**config.mk**
```make
export PLATFORM = sky130hd
export DESIGN_NAME = uart_alu_interface
export DESIGN_NICKNAME = d
export VERILOG_FILES = /design/src/rtl/alu_pkg.sv /design/src/rtl/frame_timeout_counter.sv /design/src/rtl/uart_alu_interface.sv
export SDC_FILE = /design/constraint.sdc
export NUM_CORES = 1
export LEC_CHECK = 0
export ABC_AREA = 0
export BUFFER_PORTS_ARGS = -buffer_cell sky130_fd_sc_hd__buf_2
export CAP_MARGIN = 0
export CORE_MARGIN = 2
export CORE_UTILIZATION = 53
export DETAILED_ROUTE_END_ITERATION = 10
export HOLD_SLACK_MARGIN = 0.12
export PLACE_DENSITY = 0.75
export SKIP_CTS_REPAIR_TIMING = 1
export SYNTH_ARGS = -nofsm -noshare
export SYNTH_HDL_FRONTEND = slang
export SYNTH_SLANG_ARGS = --single-unit
```
**constraint.sdc**
```tcl
create_clock -name i_clk -period 2 [get_ports i_clk]
set_input_delay 0.3 -clock i_clk [delete_from_list [all_inputs] [get_ports i_clk]]
set_output_delay 0.3 -clock i_clk [all_outputs]
set_load 0.03 [all_outputs]
```
**src/rtl/alu_pkg.sv**
```systemverilog
// Shared definitions for the UART/ALU frame path: opcodes, sequencer states
// and the opcode acceptance check.
package alu_pkg;

    localparam logic [5:0] OP_ADD = 6'b100000;
    localparam logic [5:0] OP_SUB = 6'b100010;
    localparam logic [5:0] OP_AND = 6'b100100;
    localparam logic [5:0] OP_OR  = 6'b100101;
    localparam logic [5:0] OP_XOR = 6'b100110;
    localparam logic [5:0] OP_NOR = 6'b100111;
    localparam logic [5:0] OP_SRA = 6'b000011;
    localparam logic [5:0] OP_SRL = 6'b000010;

    typedef enum logic [2:0] {
        WAIT_A,
        WAIT_B,
        WAIT_OP,
        EXEC,
        SEND,
        WAIT_TX
    } state_t;

    // The two spare bits of the opcode byte must be zero.
    function automatic logic op_is_valid(input logic [7:0] op_byte);
        if (op_byte[7:6] != 2'b00) begin
            return 1'b0;
        end
        case (op_byte[5:0])
            OP_ADD, OP_SUB, OP_AND, OP_OR,
            OP_XOR, OP_NOR, OP_SRA, OP_SRL: return 1'b1;
            default:                        return 1'b0;
        endcase
    endfunction

endpackage

```
**src/rtl/frame_timeout_counter.sv**
```systemverilog
// Counts idle cycles inside a partially received frame and flags expiry
// once TIMEOUT_CYCLES idle cycles have elapsed (0 disables the check).
module frame_timeout_counter #(
    parameter int TIMEOUT_CYCLES = 1000000
) (
    input  logic i_clk,
    input  logic i_rst_n,
    input  logic i_clear,
    input  logic i_enable,
    output logic o_expired
);

    localparam int CNT_W = (TIMEOUT_CYCLES > 0) ? $clog2(TIMEOUT_CYCLES + 1) : 1;
    localparam logic [CNT_W-1:0] LIMIT = CNT_W'(TIMEOUT_CYCLES);

    logic [CNT_W-1:0] count;

    // Saturates at LIMIT so a stalled enable can never wrap back to zero.
    always_ff @(posedge i_clk) begin
        if (!i_rst_n || i_clear) begin
            count <= '0;
        end else if (i_enable && (count != LIMIT)) begin
            count <= count + CNT_W'(1);
        end
    end

    assign o_expired = (TIMEOUT_CYCLES != 0) && i_enable && (count == LIMIT);

endmodule

```
**src/rtl/uart_alu_interface.sv**
```systemverilog
// Frame sequencer: collects A, B and opcode bytes from the UART, drives the
// ALU, and returns the result to the UART transmitter.
module uart_alu_interface
    import alu_pkg::*;
#(
    parameter int NB_DATA        = 8,
    parameter int NB_OP          = 6,
    parameter int TIMEOUT_CYCLES = 1000000
) (
    input  logic               i_clk,
    input  logic               i_rst_n,
    input  logic [NB_DATA-1:0] i_rx_data,
    input  logic               i_rx_done,
    output logic [NB_DATA-1:0] o_alu_a,
    output logic [NB_DATA-1:0] o_alu_b,
    output logic [NB_OP-1:0]   o_alu_op,
    input  logic [NB_DATA-1:0] i_alu_res,
    output logic [NB_DATA-1:0] o_tx_data,
    output logic               o_tx_start,
    input  logic               i_tx_done,
    output logic               o_op_err,
    output logic               o_rx_drop,
    output logic               o_timeout
);

    state_t state;
    logic   in_frame;
    logic   expired;

    assign in_frame = (state == WAIT_B) || (state == WAIT_OP);

    frame_timeout_counter #(
        .TIMEOUT_CYCLES(TIMEOUT_CYCLES)
    ) u_timeout (
        .i_clk    (i_clk),
        .i_rst_n  (i_rst_n),
        .i_clear  (!in_frame || i_rx_done),
        .i_enable (in_frame),
        .o_expired(expired)
    );

    always_ff @(posedge i_clk) begin
        if (!i_rst_n) begin
            state      <= WAIT_A;
            o_alu_a    <= '0;
            o_alu_b    <= '0;
            o_alu_op   <= '0;
            o_tx_data  <= '0;
            o_tx_start <= 1'b0;
            o_op_err   <= 1'b0;
            o_rx_drop  <= 1'b0;
            o_timeout  <= 1'b0;
        end else begin
            o_tx_start <= 1'b0;
            o_op_err   <= 1'b0;
            o_rx_drop  <= 1'b0;
            o_timeout  <= 1'b0;
            case (state)
                WAIT_A: begin
                    if (i_rx_done) begin
                        o_alu_a <= i_rx_data;
                        state   <= WAIT_B;
                    end
                end
                WAIT_B: begin
                    if (i_rx_done) begin
                        o_alu_b <= i_rx_data;
                        state   <= WAIT_OP;
                    end else if (expired) begin
                        o_timeout <= 1'b1;
                        state     <= WAIT_A;
                    end
                end
                WAIT_OP: begin
                    if (i_rx_done) begin
                        if (op_is_valid(i_rx_data[7:0])) begin
                            o_alu_op <= i_rx_data[NB_OP-1:0];
                            state    <= EXEC;
                        end else begin
                            o_op_err <= 1'b1;
                            state    <= WAIT_A;
                        end
                    end else if (expired) begin
                        o_timeout <= 1'b1;
                        state     <= WAIT_A;
                    end
                end
                // The ALU has had this whole cycle to settle on the new opcode.
                EXEC: begin
                    o_tx_data  <= i_alu_res;
                    o_tx_start <= 1'b1;
                    o_rx_drop  <= i_rx_done;
                    state      <= SEND;
                end
                SEND: begin
                    o_rx_drop <= i_rx_done;
                    state     <= WAIT_TX;
                end
                // A coincident byte is dropped but does not block the tx handshake.
                WAIT_TX: begin
                    o_rx_drop <= i_rx_done;
                    if (i_tx_done) begin
                        state <= WAIT_A;
                    end
                end
                default: state <= WAIT_A;
            endcase
        end
    end

endmodule

```
## Word level (Yosys, flattened, before mapping)

Index checks and enable logic that the tools add are counted.

| storage, ports and cells | value |
|---|---|
| register bits | 57 |
| output and inout bits | 34 |
| logic and storage cells | 69 |

| cells by class | value |
|---|---|
| add/sub/neg operators | 1 |
| equal/unequal tests | 17 |
| muxes and demuxes | 20 |
| bitwise logic cells | 2 |
| reduce and logical (&&, ||, !) cells | 19 |

Operators by type and width:

| kind | number |
|---|---|
| $eq 6x6->1 const B | 6 |
| $add 20x1->20 const B | 1 |
| $eq 20x20->1 const B | 1 |
| $ne 20x20->1 const B | 1 |
| $pmux 3 s6 | 1 |
| $mux 3 | 5 |
| $mux 1 | 13 |
| $eq 6x2->1 const B | 2 |
| $reduce_and 2->1 | 4 |
| $reduce_or 8->1 | 1 |
| $eq 3x2->1 const B | 2 |
| $eq 3x3->1 const B | 2 |
| $reduce_and 3->1 | 2 |
| $reduce_or 3->1 | 2 |
| $ne 2x2->1 const B | 2 |
| $eq 3x1->1 const B | 1 |
| $logic_not 3->1 | 1 |
| $logic_or 1x1->1 | 3 |
| $logic_and 1x1->1 | 2 |
| $logic_not 1->1 | 2 |
| $mux 2 | 1 |
| $not 1->1 | 2 |
| $reduce_bool 2->1 | 1 |
| $reduce_or 2->1 | 1 |

## Logic depth before layout (Yosys ltp)

Gate-level depths: netlist of the first run.

| logic depth | value |
|---|---|
| depth in word-level cells | 12 |
| depth in mapped cells | 7 |
| depth with buffers taken out | 7 |

## Modules after synthesis

Synthesis of the first run repeated with hierarchy kept, for this count alone.

| second synthesis, totals | value |
|---|---|
| cell total of the unflattened synthesis | 280 |
| area, all modules | 2,532.4 µm² |

By module, submodules not included:

| module | times used | cells each | area an instance (µm²) |
|---|---|---|---|
| uart_alu_interface | 1 | 160 | 1,495.2 |
| frame_timeout_counter | 1 | 120 | 1,037.2 |

## Worst setup path after synthesis of the first run

Ideal clock, no wire load.

| timing | value |
|---|---|
| path kind | register to register |
| start | register u_timeout.count[2] |
| end | register u_timeout.count[7] |
| library setup time | 0.128 ns |
| arrival time | 1.637 ns |
| data required time | 1.872 ns |
| slack | 0.235 ns |
| cell stages (with the launch flop) | 6 |
| buffers on the path | 0 |
| clock period less this slack | 1.765 ns |
| cells stage by stage | dfxtp_1 > or4_4 > or3_4 > o211ai_1 > xor2_1 > nor2_1 |

| between the ends | value |
|---|---|
| word-level cells in the longest chain between the ends | 2 |
| elaborated cells on any way between the ends | 3 |
| those cells by class | 1 x add/sub; 1 x eq/ne; 1 x reduce/logical |

Ends and longest elaborated chain:

| what | RTL line | text |
|---|---|---|
| from (decl) | frame_timeout_counter.sv:16 | `logic [CNT_W-1:0] count;` |
| from (signal assigned) | frame_timeout_counter.sv:23 | `count <= count + CNT_W'(1);` |
| parallel branches: the longest is 2 deep, another holds $add 20x1->20 | - |  |

Parallel ways; which one is timed is not known.
A chain may end at the register's enable or synchronous reset.

## Final worst setup path of the first run

| timing | value |
|---|---|
| start | register u_timeout.count[11] |
| end | register u_timeout.count[11] |

The elaborated chain is that of the path after synthesis.

==> results.md, run 1 <==
Setup path:
- The critical path ends at u_timeout.count[11].
- STA puts the critical path data required time at 2.22 ns.
- The critical path goes through or4_4 -> or3_4 -> o211ai_1 -> xor2_1 -> nor2_1.
- The worst setup path is captured at a flop.
- The startpoint class of the critical path is a flop.
- The signal arrival time at the worst endpoint is 2.03 ns.
- For flop-to-flop paths, the worst setup slack is 0.19 ns.
- The maximum fanout along the worst path is 5.
- The master of the slowest instance on the critical path is sky130_fd_sc_hd__or4_4.
- On the worst path, the slowest cell contributes a delay of 0.54 ns.
- The depth of the most critical reg-to-reg path is 5.
- The endpoint identified for the worst register-to-register timing path is u_timeout.count[11].
- The most critical setup path has its startpoint at u_timeout.count[11].
- The critical path in this run is classified as reg2reg.
- The worst register-to-register path begins at u_timeout.count[11].

Final layout:
- The total area of multi-input combinational cells is 0.00122 sq mm.
- At the end of the flow, the number of nets in the layout was 362.
- Cells fill 67.3% of the core in the end.
- The area of all placed cells without fillers is 0.00295 sq mm.
- The number of fill cells is 364.
- The proportion of layout cells with a drive suffix above 1 is 23.8%.
- The layout overhead on the synthesized area is 21.6%.
- In the final layout, flip-flops and latches occupy 0.00114 sq mm.
- The number of inserted diodes is 0.
- After the flow finishes, the layout carries non-filler instances totaling 396.

Floorplan:
- The total area inside the core boundary comes to 0.00438 sq mm.
- In this run the vertical extent of the chip is 71.7 microns.
- The die covers 0.00514 sq mm.
- 54 I/O pins were placed.
- After floorplanning, the core was divided into 24 placement rows.
- The floorplan step set the die width to 71.7 microns.
- Once the floorplan was initialized, standard cells occupied 55.4% of the core.

Synthesis:
- Averaged over all synthesized cells, the footprint is 8.70 sq um.
- After synthesis the cells add up to 0.00243 sq mm.
- The async set-reset flop share out of synthesis is 0%.
- Ranked by total cell area, the synthesized netlist is headed by sky130_fd_sc_hd__dfxtp_1, sky130_fd_sc_hd__nand2_1, sky130_fd_sc_hd__mux2i_1, sky130_fd_sc_hd__a21oi_1, sky130_fd_sc_hd__nor2_1.
- The cell type contributing the most total cell area after synthesis is sky130_fd_sc_hd__dfxtp_1.
- Counting every instance in the synthesized netlist gives 279.
- Synthesis produced a netlist with a net count of 301.
- The number of synthesized register bits is 57.
- Of the synthesized area, sequential elements account for 47.0%.
- The count of cell types in the netlist is 45.
- The most used flip-flop cell after synthesis is sky130_fd_sc_hd__dfxtp_1.
- In this run the biggest area consumer among cell types represents 47.0% of the synthesized area.
- The Yosys step of the flow raised 0 warnings.
- The number of enable flip-flop cells after synthesis is 0.

Clock tree:
- The count of clock tree sinks is 57.
- After clock tree synthesis, the clock-pin slew on the worst setup and hold paths is 0.06 ns.
- The TritonCTS clock tree is yes.
- The root buffer cell chosen for the clock tree is sky130_fd_sc_hd__clkbuf_8.
- The CTS H-tree depth is 3.
- Buffers inserted during clock tree synthesis total 9.
- The clock passes through at most 2 buffers.
- At the later pin of the worst-skew pair, clock insertion delay measures 0.33 ns.

Drt:
- The average vias per placed instance is 5.45.
- The total DRC errors in the routed layout is 0.
- The total length of routed wires is 5280 microns.
- The first routing iteration left 151 violations.
- The first TritonRoute pass finished after 4 iterations.
- The number of nets with antenna violations after routing is 0.
- The number of vias after detailed routing is 2157.
- Dividing the detail-routed wire length by the instance count gives 13.3 microns.

Pwr:
- The clock network burns 40.6% of the power.
- The power density normalized to cell area is 823 mW/mm^2.
- For this design the total switching power over the nets is 0.617 mW.
- In this run, the combinational gates consume 10.9% of the power.
- Net switching is 25.4% of the power.
- The leakage dissipation is 1.29 nW.
- The largest vdd supply drop is 0.000444 V.
- The sequential fraction of design power is 48.6%.
- The cell internal power dissipation is 1.81 mW.

STA:
- The actual slew at the worst max-slew pin is 0.577 ns.
- The maximum frequency from static timing analysis is 553 MHz.
- The final period utilization is 90.4%.
- The clock skew after layout is 0.00456 ns.
- After layout, the worst setup slack is 0.193 ns.
- The hold violation count in the final report is 0.
- The setup TNS is 0 ns.
- The minimum period implied by the final worst setup slack is 1.81 ns.
- The number of pins with negative max-slew slack in the final report came to 0.
- The worst-case headroom to the max-slew limit is 61.4%.
- The total of endpoints with negative setup slack in the final report is 0.
- Setup repair after global routing left no endpoint under its margin.

Global routing:
- The first-pass GRT wire length is 8800 microns.
- Entering global routing, the biggest net connects 26 pins.
- The overall overflow remaining after global route is 0.
- The initial antenna violation count is 0.
- The number of global-route vias before repair was 2031.
- The overall fraction of global-route tracks in use is 21.6%.

Run status:
- The flow ran to the end, and the final reports show no timing, DRC or antenna violations.

Min path:
- The class of the tightest hold or removal check is in2reg.

Placed design:
- The final weighted congestion of routability-driven global placement is 0.846.
- After legalization and detailed placement, the total HPWL measured 3780 microns.
- Before CTS, the worst setup slack after placement is 0.217 ns.
- The placement-stage cell area is 0.00278 sq mm.
- Input and output buffers added on the ports amount to 53.
- In this run, placement finished with an instance count of 381.

Run:
- The number of max-cap violations is 0.
## state kept, by name (all words and copies together), names as in the netlist
signal	flops
o_alu_b	8
o_rx_drop	1
u_timeout.count	20
o_alu_a	8
o_tx_start	1
o_tx_data	8
o_op_err	1
o_alu_op	6
o_timeout	1
state	3
## power by group through the flow
stage,Sequential [mW],Combinational (mW),Clock (mW)
2_1_floorplan,1.25,0.132,0
4_1_cts,1.18,0.264,0.997
6_report,1.18,0.264,0.986
5_1_grt,1.18,0.291,1.04
3_5_place_dp,1.20,0.263,0
3_3_place_gp,1.20,0.261,0
## cell usage after synthesis (all sizes together), types with 2 or more instances
cell type   n
and3        7
ha          2
nand4b      2
nor2b       2
a21oi      23
nand4       4
and2        5
or3         6
nor4b       3
nor2       28
clkbuf      9
nor4        4
inv         4
buf         3
or4         2
and4        3
nand3      10
xnor2       3
o211ai      4
dfxtp      57
nand2      50
o31ai       2
xor2       11
o21ai      10
mux2i      13
## per-stage QoR
stage	hold slack [ns]	total power, mW
2_1_floorplan	0.436	1.38
3_5_place_dp	0.445	1.47
4_1_cts	0.208	2.44
5_1_grt	0.216	2.51
6_report	0.207	2.43
3_3_place_gp	0.440	1.47
## kinds of logic after synthesis
| family | Yosys count | share of synthesized area (%) |
|---|---|---|
| AND/OR/NAND/NOR | 132 | 27.7 |
| AO/OA/AOI/OAI | 45 | 11.2 |
| XOR/XNOR | 14 | 5.05 |
| flip-flops | 57 | 47.0 |
| adder cells (fa/ha/maj) | 2 | 1.03 |
| multiplexers | 13 | 5.36 |
| buffers and inverters | 16 | 2.68 |
## layout by cell type, fill, tap and decap left out, drive strengths merged
master and n:
o31ai 2, or3 6, mux2i 13, nand3b 1, buf 62, or4 2, nand4b 2, xnor2 3
o21ai 10, and3 7, nor3 1, o211ai 4, nor4 4, nand3 10, xor2 11, a21boi 1
a32o 1, or2 1, o221ai 1, nand2 50, nor2b 2, clkinv 3, nor4bb 1, nand4 4
nand2b 1, nor3b 1, clkbuf 11, nor2 28, and2 5, and4 3, a21o 1, dfxtp 57
ha 2, inv 4, a21oi 23, a211oi 1, bufinv 1, nor4b 3, a221oi 1
## cell type report
cell class | count | share of cell area [%]
multi-input cells | 206 | 41.4
clock inverters | 4 | 1.53
inverters | 4 | 0.509
clock buffers | 11 | 4.45
flip-flops and latches | 57 | 38.7
repair buffers | 62 | 11.3
well taps | 52 | 2.20
## routing by layer
metal / wire (microns) / track usage [%] / vias to the layer above
met4: 95 / 10.1 / 0
met3: 265 / 4.36 / 10
met5: 0 / 0 / -
li1: - / - / 1095
met2: 2420 / 34.0 / 62
met1: 2500 / 28.8 / 990
## worst min path at each step
| stage | slack (ns) | start | end | cells after the start |
|---|---|---|---|---|
| floorplan | 0.44 | i_rx_data[0] | o_alu_a[0] | 2 |
| global placement | 0.44 | o_alu_a[3] | o_alu_a[3] | 2 |
| detailed placement | 0.44 | o_alu_a[3] | o_alu_a[3] | 2 |
| CTS | 0.21 | i_alu_res[7] | o_tx_data[7] | 3 |
| global route | 0.22 | i_alu_res[0] | o_tx_data[0] | 3 |
| finish | 0.21 | i_alu_res[5] | o_tx_data[5] | 3 |
## critical path: cells and delay by family, from the launching register on
kind | cells | cell delay [ns]
compound gates | 1 | 0.22
flops | 1 | 0.34
simple gates | 3 | 0.97
xor+xnor | 1 | 0.17
No activity file was read; power rests on OpenSTA's default activity.
==> run 2, diff against run 1 <==
--- a/config.mk
+++ b/config.mk
@@ -8,6 +8,7 @@
 export ABC_AREA = 0
 export BUFFER_PORTS_ARGS = -buffer_cell sky130_fd_sc_hd__buf_2
 export CAP_MARGIN = 0
+export CORE_ASPECT_RATIO = 1.1
 export CORE_MARGIN = 2
 export CORE_UTILIZATION = 53
 export DETAILED_ROUTE_END_ITERATION = 10
==> run 2 against run 1 <==
Sequential power hardly changed. Register-to-register slack worse by 0.05 ns. Design area is 0.38% lower. Worst hold slack worse by 0.0080 ns. Sequential share of layout area is 0.15 points higher. Clock skew is 0.0036 ns higher. Non-clock buffer count stayed put. Largest power group unchanged.
==> results.md, run 2 (synthesis results as in run 1) <==
Run status:
- The flow ran to the end, and the final reports show no timing, DRC or antenna violations.

Global routing:
- The initial antenna violation count is 0 (unchanged).
- The overall fraction of global-route tracks in use came to 22.5% (+0.91 points).
- The number of global-route vias before repair is 1946 (-4.2%).
- The overall overflow remaining after global route is 0 (unchanged).
- The largest net degree at the start of global routing came to 20 (-23%).
- The first-pass GRT wire length is 8600 microns (-2.2%).

Final layout:
- In the layout the commonest cells are sky130_fd_sc_hd__dfxtp_1, sky130_fd_sc_hd__buf_2, sky130_fd_sc_hd__nand2_1, sky130_fd_sc_hd__nor2_1, sky130_fd_sc_hd__a21oi_1.
- The proportion of layout cells with a drive suffix above 1 is 23.3% (-0.51 points).
- The number of fill cells came to 382 (+4.9%).
- The number of inserted diodes is 0 (unchanged).
- The number of flip-flops in the largest register is 20 (unchanged).
- The area of all placed cells without fillers is 0.00294 sq mm (-0.38%).
- The area growth from synthesis to layout is 21.1%.
- The non-filler instance count after layout is 397 (+0.25%).
- Leaving out fill and tap cells, the most frequent cell in the layout is sky130_fd_sc_hd__dfxtp_1.
- The share of the core filled with cells was 67.6% (+0.30 points).
- The net total in the final layout was 362 (unchanged).
- The register ranked first by flip-flop count is u_timeout.count.

Pwr:
- The largest vdd supply drop is 0.000498 V (+12%).
- The power density normalized to cell area was 805 mW/mm^2 (-2.2%).
- The leakage dissipation is 1.28 nW (-0.77%).

Setup path:
- The internal reg-to-reg setup slack is 0.14 ns (-0.05 ns).
- The critical path required time is 2.25 ns (+0.03 ns).
- The maximum fanout along the worst path is 6 (+1).
- The signal arrival time at the worst endpoint came to 2.11 ns (+0.08 ns).
- The worst setup path is launched from a flop.
- The type of the setup path with the least slack is reg2reg.
- The endpoint identified for the worst register-to-register timing path is u_timeout.count[9].
- The depth of the most critical reg-to-reg path came to 5 (unchanged).
- In this run the critical register-to-register path is launched from u_timeout.count[2].
- The kind of end point of the critical path is a flop.

Floorplan:
- The number of placement rows is 25 (+4.2%).
- The horizontal die dimension is 68.5 microns (-4.4%).
- The vertical extent of the die came to 75.0 microns (+4.6%).
- The starting density of the core is 55.8% (+0.46 points).
- The I/O pin count is 54 (unchanged).
- The placeable core region is 0.00435 sq mm (-0.83%).
- The area of the die is 0.00514 sq mm (about the same).

Placed design:
- The placement-stage cell area came to 0.00278 sq mm (about the same).
- The total instance count after detailed placement is 383 (+0.52%).
- The final weighted congestion of routability-driven global placement came to 0.772 (-8.7%).
- The estimated wirelength of the detail-placed design is 3720 microns (-1.6%).
- The number of buffer cells added on primary ports was 53 (unchanged).

Clock tree:
- The TritonCTS clock tree is yes.
- The buffer depth of the longest clock path is 2 (unchanged).
- The CTS H-tree depth is 3 (unchanged).
- The TritonCTS buffer count is 9 (unchanged).
- The clock input transition at the sequential cells of the worst setup and hold paths is 0.06 ns (about the same).
- The count of clock tree sinks was 57 (unchanged).
- The source-to-sink clock delay at the later pin of the worst-skew pair was 0.34 ns (about the same).
- The cell at the root of the clock tree is sky130_fd_sc_hd__clkbuf_8.

STA:
- The clock skew after layout is 0.00814 ns (+0.00359 ns).
- The final period utilization was 93.0% (+2.6 points).
- Setup repair after global routing left no endpoint under its margin.
- The hold violation count in the final report came to 0 (unchanged).
- The minimum period implied by the final worst setup slack came to 1.86 ns (+0.0527 ns).
- The number of pins with negative max-slew slack in the final report is 0 (unchanged).
- The actual slew at the worst max-slew pin is 0.532 ns (-0.0447 ns).
- The total of endpoints with negative setup slack in the final report is 0 (unchanged).
- The maximum frequency from static timing analysis is 538 MHz (-2.8%).
- The worst-case headroom to the max-slew limit is 64.4% (+3.0 points).
- The setup TNS is 0 ns (unchanged).

Drt:
- The total DRC errors in the routed layout is 0 (unchanged).
- The count of routing violations after the opening detailed-route iteration is 97 (-36%).
- The number of vias after detailed routing was 2122 (-1.6%).
- The average vias per placed instance was 5.35 (-1.9%).
- The mean routed wirelength per cell is 13.1 microns (-1.5%).
- The total length of routed wires is 5210 microns (-1.3%).
- The number of nets with antenna violations after routing is 0 (unchanged).
- The detailed-router iteration count before antenna repair is 4 (unchanged).

Min path:
- The path with the worst hold slack has its endpoint at o_tx_data[3].
- The min-delay analysis places its worst path in the category in2reg.
- The start point of the worst hold path is i_alu_res[3].
- The number of cells traversed by the worst hold path is 3 (unchanged).

Run:
- The number of max-cap violations is 0 (unchanged).
run 2: changes by cell type in the layout (fill, tap and decap cells not counted), sizes merged:
| cell | previous run | this run |
|---|---|---|
| clkbuf | 11 | 14 |
| clkinv | 3 | 0 |
| bufinv | 1 | 0 |
run 2: power by group:
part / total [mW] / internal, mW / switching [mW]
clock: 0.919 / 0.505 / 0.414
sequential: 1.18 / 1.17 / 0.0161
combinational: 0.268 / 0.0940 / 0.174
run 2: critical path, stage by stage, from the launching register on:
cell and delay [ns]:
sky130_fd_sc_hd__dfxtp_1 0.36, sky130_fd_sc_hd__or4_4 0.57, sky130_fd_sc_hd__or3_4 0.38, sky130_fd_sc_hd__o21ai_0 0.27, sky130_fd_sc_hd__o211ai_1 0.12, sky130_fd_sc_hd__o31ai_1 0.07
run 2: area by class of cell:
cell class / instances / area, sq um / area share [%]
tap: 54 / 67.6 / 2.30
timing repair buffer: 62 / 333 / 11.3
sequential: 57 / 1140 / 38.8
clock buffer: 14 / 163 / 5.53
inverter: 4 / 15.0 / 0.511
multi-input combinational: 206 / 1220 / 41.5
run 2: per-layer routing:
| layer | vias to the layer above | GRT usage [%] | wire [microns] |
|---|---|---|---|
| met5 | - | 0 | 0 |
| met4 | 0 | 11.3 | 112 |
| met3 | 11 | 4.78 | 185 |
| met2 | 41 | 37.3 | 2520 |
| met1 | 978 | 27.5 | 2390 |
| li1 | 1092 | - | - |
run 2: how the worst max path moves through the flow:
| stage | from | to | slack (ns) | cells past startpoint |
|---|---|---|---|---|
| final | u_timeout.count[2] | u_timeout.count[9] | 0.14 | 5 |
| after detailed placement | u_timeout.count[2] | u_timeout.count[2] | 0.16 | 5 |
| after global placement | u_timeout.count[2] | u_timeout.count[11] | 0.19 | 5 |
| after floorplan | u_timeout.count[2] | u_timeout.count[7] | 0.24 | 5 |
| after global routing | u_timeout.count[2] | u_timeout.count[9] | 0.02 | 5 |
| after CTS | u_timeout.count[2] | u_timeout.count[9] | 0.15 | 5 |
run 2: stage by stage:
step	power (mW)	worst slack (ns)	hold WS (ns)
6_report	2.37	0.140	0.199
5_1_grt	2.46	0.0185	0.221
4_1_cts	2.37	0.147	0.198
3_5_place_dp	1.47	0.163	0.447
3_3_place_gp	1.47	0.191	0.442
2_1_floorplan	1.38	0.235	0.436
